## config.mk

```make
export PLATFORM = sky130hd
export DESIGN_NAME = adc_monitor
export DESIGN_NICKNAME = d
export VERILOG_FILES = /design/src/rtl/adc_monitor_pkg.sv /design/src/rtl/adc_done_sync.sv /design/src/rtl/up_counter.sv /design/src/rtl/adc_monitor.sv
export SDC_FILE = /design/constraint.sdc
export NUM_CORES = 1
export LEC_CHECK = 0
export CAP_MARGIN = 5
export CORE_MARGIN = 3
export CORE_UTILIZATION = 55
export DETAILED_ROUTE_END_ITERATION = 8
export GPL_TIMING_DRIVEN = 0
export HOLD_SLACK_MARGIN = 0.08
export PLACE_DENSITY = 0.77
export SLEW_MARGIN = 30
export SYNTH_ARGS = -nofsm -noshare
export SYNTH_HDL_FRONTEND = slang
export SYNTH_SLANG_ARGS = --single-unit
```

## constraint.sdc

```tcl
create_clock -name clk -period 6.54 [get_ports clk]
set_input_delay 1.962 -clock clk [delete_from_list [all_inputs] [get_ports clk]]
set_output_delay 1.962 -clock clk [all_outputs]
set_load 0.05 [all_outputs]
```

## src/rtl/adc_monitor_pkg.sv

```systemverilog
// Shared ADC definitions: converter rate, FSM states
// and fault codes used by the sampling monitor.
package adc_monitor_pkg;

  localparam int ADC_W = 12;
  localparam int ADC_CLK_HZ = 48_000_000;
  localparam int ADC_RATE_HZ = 10_000;
  localparam int DEF_SAMPLE_PERIOD = ADC_CLK_HZ / ADC_RATE_HZ;

  typedef enum logic [1:0] {
    ST_IDLE   = 2'd0,
    ST_WAIT   = 2'd1,
    ST_REQ    = 2'd2,
    ST_UPDATE = 2'd3
  } state_e;

  typedef enum logic [1:0] {
    FC_NONE    = 2'b00,
    FC_OVER    = 2'b01,
    FC_UNDER   = 2'b10,
    FC_TIMEOUT = 2'b11
  } fault_code_e;

endpackage

```

## src/rtl/adc_done_sync.sv

```systemverilog
// Two-flop synchronizer for the converter done line
// plus rising-edge detect on the synchronized level.
module adc_done_sync (
  input  logic clk,
  input  logic reset,
  input  logic async_in,
  output logic rise
);

  logic meta_q, meta_d;
  logic sync_q, sync_d;
  logic prev_q, prev_d;

  always_comb begin
    meta_d = async_in;
    sync_d = meta_q;
    prev_d = sync_q;
  end

  always_ff @(posedge clk or posedge reset) begin
    if (reset) begin
      meta_q <= 1'b0;
      sync_q <= 1'b0;
      prev_q <= 1'b0;
    end else begin
      meta_q <= meta_d;
      sync_q <= sync_d;
      prev_q <= prev_d;
    end
  end

  assign rise = sync_q & ~prev_q;

endmodule

```

## src/rtl/up_counter.sv

```systemverilog
// Free-running up counter with synchronous clear,
// shared by the sample-period and timeout timers.
module up_counter #(
  parameter int W = 8
) (
  input  logic         clk,
  input  logic         reset,
  input  logic         clr,
  input  logic         en,
  output logic [W-1:0] cnt
);

  logic [W-1:0] cnt_q;
  logic [W-1:0] cnt_d;

  always_comb begin
    cnt_d = cnt_q;
    if (clr) begin
      cnt_d = '0;
    end else if (en) begin
      cnt_d = cnt_q + W'(1);
    end
  end

  always_ff @(posedge clk or posedge reset) begin
    if (reset) begin
      cnt_q <= '0;
    end else begin
      cnt_q <= cnt_d;
    end
  end

  assign cnt = cnt_q;

endmodule

```

## src/rtl/adc_monitor.sv

```systemverilog
// Periodic ADC sampler with windowed mean and
// sticky over/under/timeout fault reporting.
module adc_monitor
  import adc_monitor_pkg::*;
#(
  parameter int SAMPLE_PERIOD = DEF_SAMPLE_PERIOD,
  parameter int AVG_LOG2      = 3,
  parameter int TIMEOUT       = 2048,
  parameter int FAULT_COUNT   = 4
) (
  input  logic             clk,
  input  logic             reset,
  input  logic             enable,
  input  logic [ADC_W-1:0] adc_value,
  input  logic             adc_done,
  input  logic [ADC_W-1:0] thr_high,
  input  logic [ADC_W-1:0] thr_low,
  input  logic             clear_fault,
  output logic             adc_read,
  output logic [ADC_W-1:0] avg,
  output logic             avg_valid,
  output logic             fault,
  output logic [1:0]       fault_code
);

  localparam int N  = 1 << AVG_LOG2;
  localparam int SW = ADC_W + AVG_LOG2;
  localparam int PW = $clog2(SAMPLE_PERIOD);
  localparam int TW = $clog2(TIMEOUT);
  localparam int CW = $clog2(FAULT_COUNT + 1);
  localparam int FW = AVG_LOG2 + 1;

  localparam logic [PW-1:0] PER_LAST = PW'(SAMPLE_PERIOD - 2);
  localparam logic [TW-1:0] TMO_LAST = TW'(TIMEOUT - 1);
  localparam logic [CW-1:0] FC_MAX   = CW'(FAULT_COUNT);

  state_e state_q, state_d;

  logic [PW-1:0] per_cnt;
  logic [TW-1:0] tmo_cnt;
  logic          done_rise;

  logic [ADC_W-1:0]        sample_q, sample_d;
  logic [N-1:0][ADC_W-1:0] buf_q, buf_d;
  logic [AVG_LOG2-1:0]     wptr_q, wptr_d;
  logic [SW-1:0]           sum_q, sum_d;
  logic [FW-1:0]           fill_q, fill_d;
  logic [ADC_W-1:0]        avg_q, avg_d;
  logic                    avg_valid_q, avg_valid_d;
  logic [CW-1:0]           over_q, over_d;
  logic [CW-1:0]           under_q, under_d;
  logic                    fault_q, fault_d;
  fault_code_e             code_q, code_d;
  logic                    read_q, read_d;

  logic             new_fault;
  fault_code_e      new_code;
  logic [ADC_W-1:0] avg_n;

  adc_done_sync u_sync (
    .clk      (clk),
    .reset    (reset),
    .async_in (adc_done),
    .rise     (done_rise)
  );

  up_counter #(.W(PW)) u_per (
    .clk   (clk),
    .reset (reset),
    .clr   (state_q != ST_WAIT),
    .en    (state_q == ST_WAIT),
    .cnt   (per_cnt)
  );

  up_counter #(.W(TW)) u_tmo (
    .clk   (clk),
    .reset (reset),
    .clr   (state_q != ST_REQ),
    .en    (state_q == ST_REQ),
    .cnt   (tmo_cnt)
  );

  always_comb begin
    state_d     = state_q;
    sample_d    = sample_q;
    buf_d       = buf_q;
    wptr_d      = wptr_q;
    sum_d       = sum_q;
    fill_d      = fill_q;
    avg_d       = avg_q;
    avg_valid_d = 1'b0;
    over_d      = over_q;
    under_d     = under_q;
    fault_d     = fault_q;
    code_d      = code_q;
    new_fault   = 1'b0;
    new_code    = FC_NONE;
    avg_n       = '0;

    unique case (state_q)
      ST_IDLE: begin
        if (enable) state_d = ST_WAIT;
      end
      ST_WAIT: begin
        if (per_cnt == PER_LAST) state_d = ST_REQ;
      end
      ST_REQ: begin
        if (done_rise) begin
          state_d  = ST_UPDATE;
          sample_d = adc_value;
        end else if (tmo_cnt == TMO_LAST) begin
          state_d   = ST_WAIT;
          new_fault = 1'b1;
          new_code  = FC_TIMEOUT;
        end
      end
      ST_UPDATE: begin
        state_d       = ST_WAIT;
        buf_d[wptr_q] = sample_q;
        wptr_d        = wptr_q + AVG_LOG2'(1);
        sum_d = sum_q - SW'(buf_q[wptr_q])
              + SW'(sample_q);
        if (!fill_q[AVG_LOG2]) begin
          fill_d = fill_q + FW'(1);
        end
        // Averages only count once the window holds N real samples
        if (fill_d[AVG_LOG2]) begin
          avg_n       = sum_d[SW-1:AVG_LOG2];
          avg_d       = avg_n;
          avg_valid_d = 1'b1;
          if (avg_n > thr_high) begin
            over_d  = (over_q == FC_MAX) ? over_q
                    : over_q + CW'(1);
            under_d = '0;
          end else if (avg_n < thr_low) begin
            under_d = (under_q == FC_MAX) ? under_q
                    : under_q + CW'(1);
            over_d  = '0;
          end else begin
            over_d  = '0;
            under_d = '0;
          end
          if (over_d == FC_MAX) begin
            new_fault = 1'b1;
            new_code  = FC_OVER;
          end else if (under_d == FC_MAX) begin
            new_fault = 1'b1;
            new_code  = FC_UNDER;
          end
        end
      end
      default: state_d = ST_IDLE;
    endcase

    if (!enable) begin
      state_d     = ST_IDLE;
      buf_d       = '0;
      wptr_d      = '0;
      sum_d       = '0;
      fill_d      = '0;
      avg_d       = avg_q;
      avg_valid_d = 1'b0;
      over_d      = '0;
      under_d     = '0;
      new_fault   = 1'b0;
    end

    // A fresh fault beats a simultaneous clear
    if (new_fault && (!fault_q || clear_fault)) begin
      fault_d = 1'b1;
      code_d  = new_code;
    end else if (clear_fault) begin
      fault_d = 1'b0;
      code_d  = FC_NONE;
    end

    read_d = (state_d == ST_REQ);
  end

  always_ff @(posedge clk or posedge reset) begin
    if (reset) begin
      state_q     <= ST_IDLE;
      sample_q    <= '0;
      buf_q       <= '0;
      wptr_q      <= '0;
      sum_q       <= '0;
      fill_q      <= '0;
      avg_q       <= '0;
      avg_valid_q <= 1'b0;
      over_q      <= '0;
      under_q     <= '0;
      fault_q     <= 1'b0;
      code_q      <= FC_NONE;
      read_q      <= 1'b0;
    end else begin
      state_q     <= state_d;
      sample_q    <= sample_d;
      buf_q       <= buf_d;
      wptr_q      <= wptr_d;
      sum_q       <= sum_d;
      fill_q      <= fill_d;
      avg_q       <= avg_d;
      avg_valid_q <= avg_valid_d;
      over_q      <= over_d;
      under_q     <= under_d;
      fault_q     <= fault_d;
      code_q      <= code_d;
      read_q      <= read_d;
    end
  end

  assign adc_read   = read_q;
  assign avg        = avg_q;
  assign avg_valid  = avg_valid_q;
  assign fault      = fault_q;
  assign fault_code = code_q;

endmodule

```

==> results_dict.tcl <==
set metrics [dict create \
    drv_cap 0 \
    run_status "finished clean" \
    cts-root-buf "clkbuf_16" \
    syn-num-nets 1235 \
    skew_ps 8.51 \
    drive_above_1_share 0.0752 \
    rows 49 \
    grt_overflow_total 0 \
    hold_viol 0 \
    grt_pass1_wl_um 44300 \
    required_ps 6890 \
    portBuffers 56 \
    holdPathStages 0 \
    rr_worst_depth 22 \
    io_pins 58 \
    ys_seq_area_frac 0.434 \
    vias 8460 \
    worst_slew_pin_slew_ps 891 \
    start_util 0.573 \
    synth_most_common_cell "nand2_1" \
    grt_pass1_vias 8289 \
    synthTopCellsByCount "nand2_1 (248), dfrtp_1 (182), a21boi_0 (103)" \
    grt_max_degree 30 \
    synthFlopType "dfrtp_1" \
    place_congestion 0.977 \
    cts_tree "done" \
    cp.arrival_ps 6600 \
    die_y_um 144 \
    finalCritPeriodShare 0.956 \
    worst_slack_ps 287 \
    track_usage 0.278 \
    clkLatencyLatePin_ps 440 \
    slew_viol_final 0 \
    cts_num_sinks 182 \
    finalSetupViolCount 0 \
    synthToLayoutAreaGrowth_pct 15.1 \
    cp_top_family "compound AO/OA/AOI/OAI gates" \
    drtPass1Iterations 5 \
    worstPathCellList "inv_1, clkbuf_1, nor2_1, a21oi_1, o221ai_1, ha_1, inv_1, ha_1, fa_1, a211o_1, a2111oi_4, a2bb2oi_2, a21o_1, xor2_2, inv_1, ha_1, a21oi_1, o21a_1, a21oi_1, o31ai_4, or4b_2, a31oi_1" \
    place_hpwl_um 19700 \
    vias_per_cell 5.82 \
    dieArea_um2 20800 \
    top_usage_layer "met2" \
    diodes 0 \
    hp-start "u_sync.meta_q" \
    synth_cell_types 61 \
    ant_nets 0 \
    nets 1315 \
    clkTransAtPathRegs_ps 70 \
    worstPathMaxFanout 10 \
    ys_ff_latch 182 \
    htree_levels 4 \
    core-area_um2 18300 \
    rr_endpoint "fault" \
    leakage_nw 5.25 \
    avgSynthCellArea_um2 9.28 \
    reg2reg_from "wptr_q[0]" \
    antenna_found_initial 0 \
    grt_setup_unrepaired "false" \
    slowest_stage "or4b_2" \
    clock_path_buffers 2 \
    grt.met1_usage 0.389 \
    grt_use_met3 0.0608 \
    synth_top_cell_by_area "dfrtp_1" \
    crit_path_end_kind "flip-flop" \
    startpoint_type "flip-flop" \
    grt_use_met2 0.434 \
    fmax_mhz 160 \
    cts_made_buffers 17 \
    crit_buf_inv 4 \
    tns_ps 0 \
    die_w_um 144 \
    dp_worst_setup_slack_ps -482 \
    whs_endpoint "u_sync.prev_d" \
    drc_errors 0 \
    synth_area_leaders "dfrtp_1 (43%), nand2_1 (8.9%), a21boi_0 (7.4%)" \
    p_per_area_nw_per_um2 204 \
    min_period_ps 6250 \
    synth_edf_count 0 \
    critPathMaxStageDelay_ps 650 \
    syn-cell-area_um2 10500 \
    synth-async-reset-ratio 1.00 \
    yosys_warnings 0 \
    yosys.area.top_type_share 0.434 \
    rrSetupSlack_ps 290 \
    drtIter0Drc 631 \
    wirelength_um 27500 \
    avgRoutedWirePerCell_um 18.9 \
    critical_path_class "flip-flop to flip-flop" \
    syn_inst 1132 \
    min-delay-path-class "flip-flop to flip-flop" \
    vdd_ir_drop_max_mv 0.178 \
    relSlewSlack 0.406 \
]
cell type report:
type / instances / area (µm²)
tap: 229 / 287
sequential: 182 / 4560
buffer: 62 / 254
fill: 1451 / 6240
clock inverter: 10 / 111
clock buffer: 21 / 460
timing repair buffer: 62 / 688
inverter: 92 / 349
multi-input combinational: 795 / 5380
repair_timing:
action | CTS | global route
setup buffers | 0 | 0
pin swaps | 0 | 0
setup endpoints to repair | 9 | 8
hold buffers | 0 | 0
gates resized for setup | 5 | 14
cells in the final DEF (no fill, tap or decap), types with 10 or more instances in the layout:
cell / instances
mux2_2: 26
inv_1: 90
ha_1: 50
xnor2_1: 21
mux2i_1: 18
xor2_1: 10
dfrtp_1: 181
mux4_2: 10
nand2_1: 248
nor3_1: 11
clkdlybuf4s50_1: 56
clkbuf_16: 17
nor2_1: 36
nand3_1: 26
fa_1: 12
clkbuf_1: 52
a21oi_1: 26
nor2b_1: 21
o21ai_0: 38
and2_1: 26
a21boi_0: 103
cells by family after synthesis:
family                   share of synthesized area
AO/OA/AOI/OAI                                0.159
XOR/XNOR                                    0.0267
adder cells (fa/ha/maj)                     0.0824
buffers and inverters                       0.0557
flip-flops                                   0.434
multiplexers                                0.0679
AND/OR/NAND/NOR                              0.174
worst max path at each step:
stage | from | end | cells after the start
6_report | wptr_q[0] | fault | 22
5_1_grt | wptr_q[2] | fault | 22
4_1_cts | wptr_q[0] | fault | 23
3_5_place_dp | wptr_q[1] | fault_code[0] | 21
3_3_place_gp | wptr_q[1] | fault_code[0] | 21
2_1_floorplan | wptr_q[1] | fault | 22
stage by stage:
stage | instance area [µm²] | total power [mW] | util | instances | hold slack [ps]
after floorplan | 10500 | 1.36 | - | 1132 | 331
after global placement | 11400 | 1.45 | 0.619 | 1417 | 337
after detailed placement | 11500 | 1.46 | 0.626 | 1423 | 352
after CTS | 12100 | 2.47 | 0.658 | 1454 | 367
after global routing | 12100 | 2.57 | 0.659 | 1453 | 377
final | 12100 | 2.46 | 0.659 | 1453 | 364
routing by layer:
layer	vias to the layer above	routed length [µm]	share of wire
li1	3968	-	-
met1	4127	12200	0.45
met2	307	12500	0.45
met3	58	1930	0.070
met4	0	838	0.031
met5	-	0	0
registers in the layout, indices dropped and copies added, names as in the netlist:
register and cells:
fill_q 4, wptr_q 3, fault 1, u_per.cnt 13, fault_code 2, buf_q 96, u_sync.prev_d 1, state_q 2
over_q 3, sum_q 15, sample_q 12, adc_read 1, avg_valid 1, avg 12, u_sync.meta_q 1, u_tmo.cnt 11
under_q 3, u_sync.prev_q 1
power by group:
| part | internal, mW | switching [mW] |
|---|---|---|
| clock network | 0.554 | 0.459 |
| logic | 0.122 | 0.185 |
| registers | 1.13 | 0.00678 |
| total | 1.81 | 0.651 |
worst reg2reg max path, stage by stage (launching register included):
cell	delay [ps]
dfrtp_1	540
inv_1	140
clkbuf_1	510
nor2_1	220
a21oi_1	220
o221ai_1	210
ha_1	360
inv_1	40
ha_1	200
fa_1	420
a211o_1	360
a2111oi_4	380
a2bb2oi_2	220
a21o_1	190
xor2_2	200
inv_1	80
ha_1	290
a21oi_1	80
o21a_1	170
a21oi_1	260
o31ai_4	210
or4b_2	650
a31oi_1	210
Note: power is estimated with default switching activity, not from simulation.
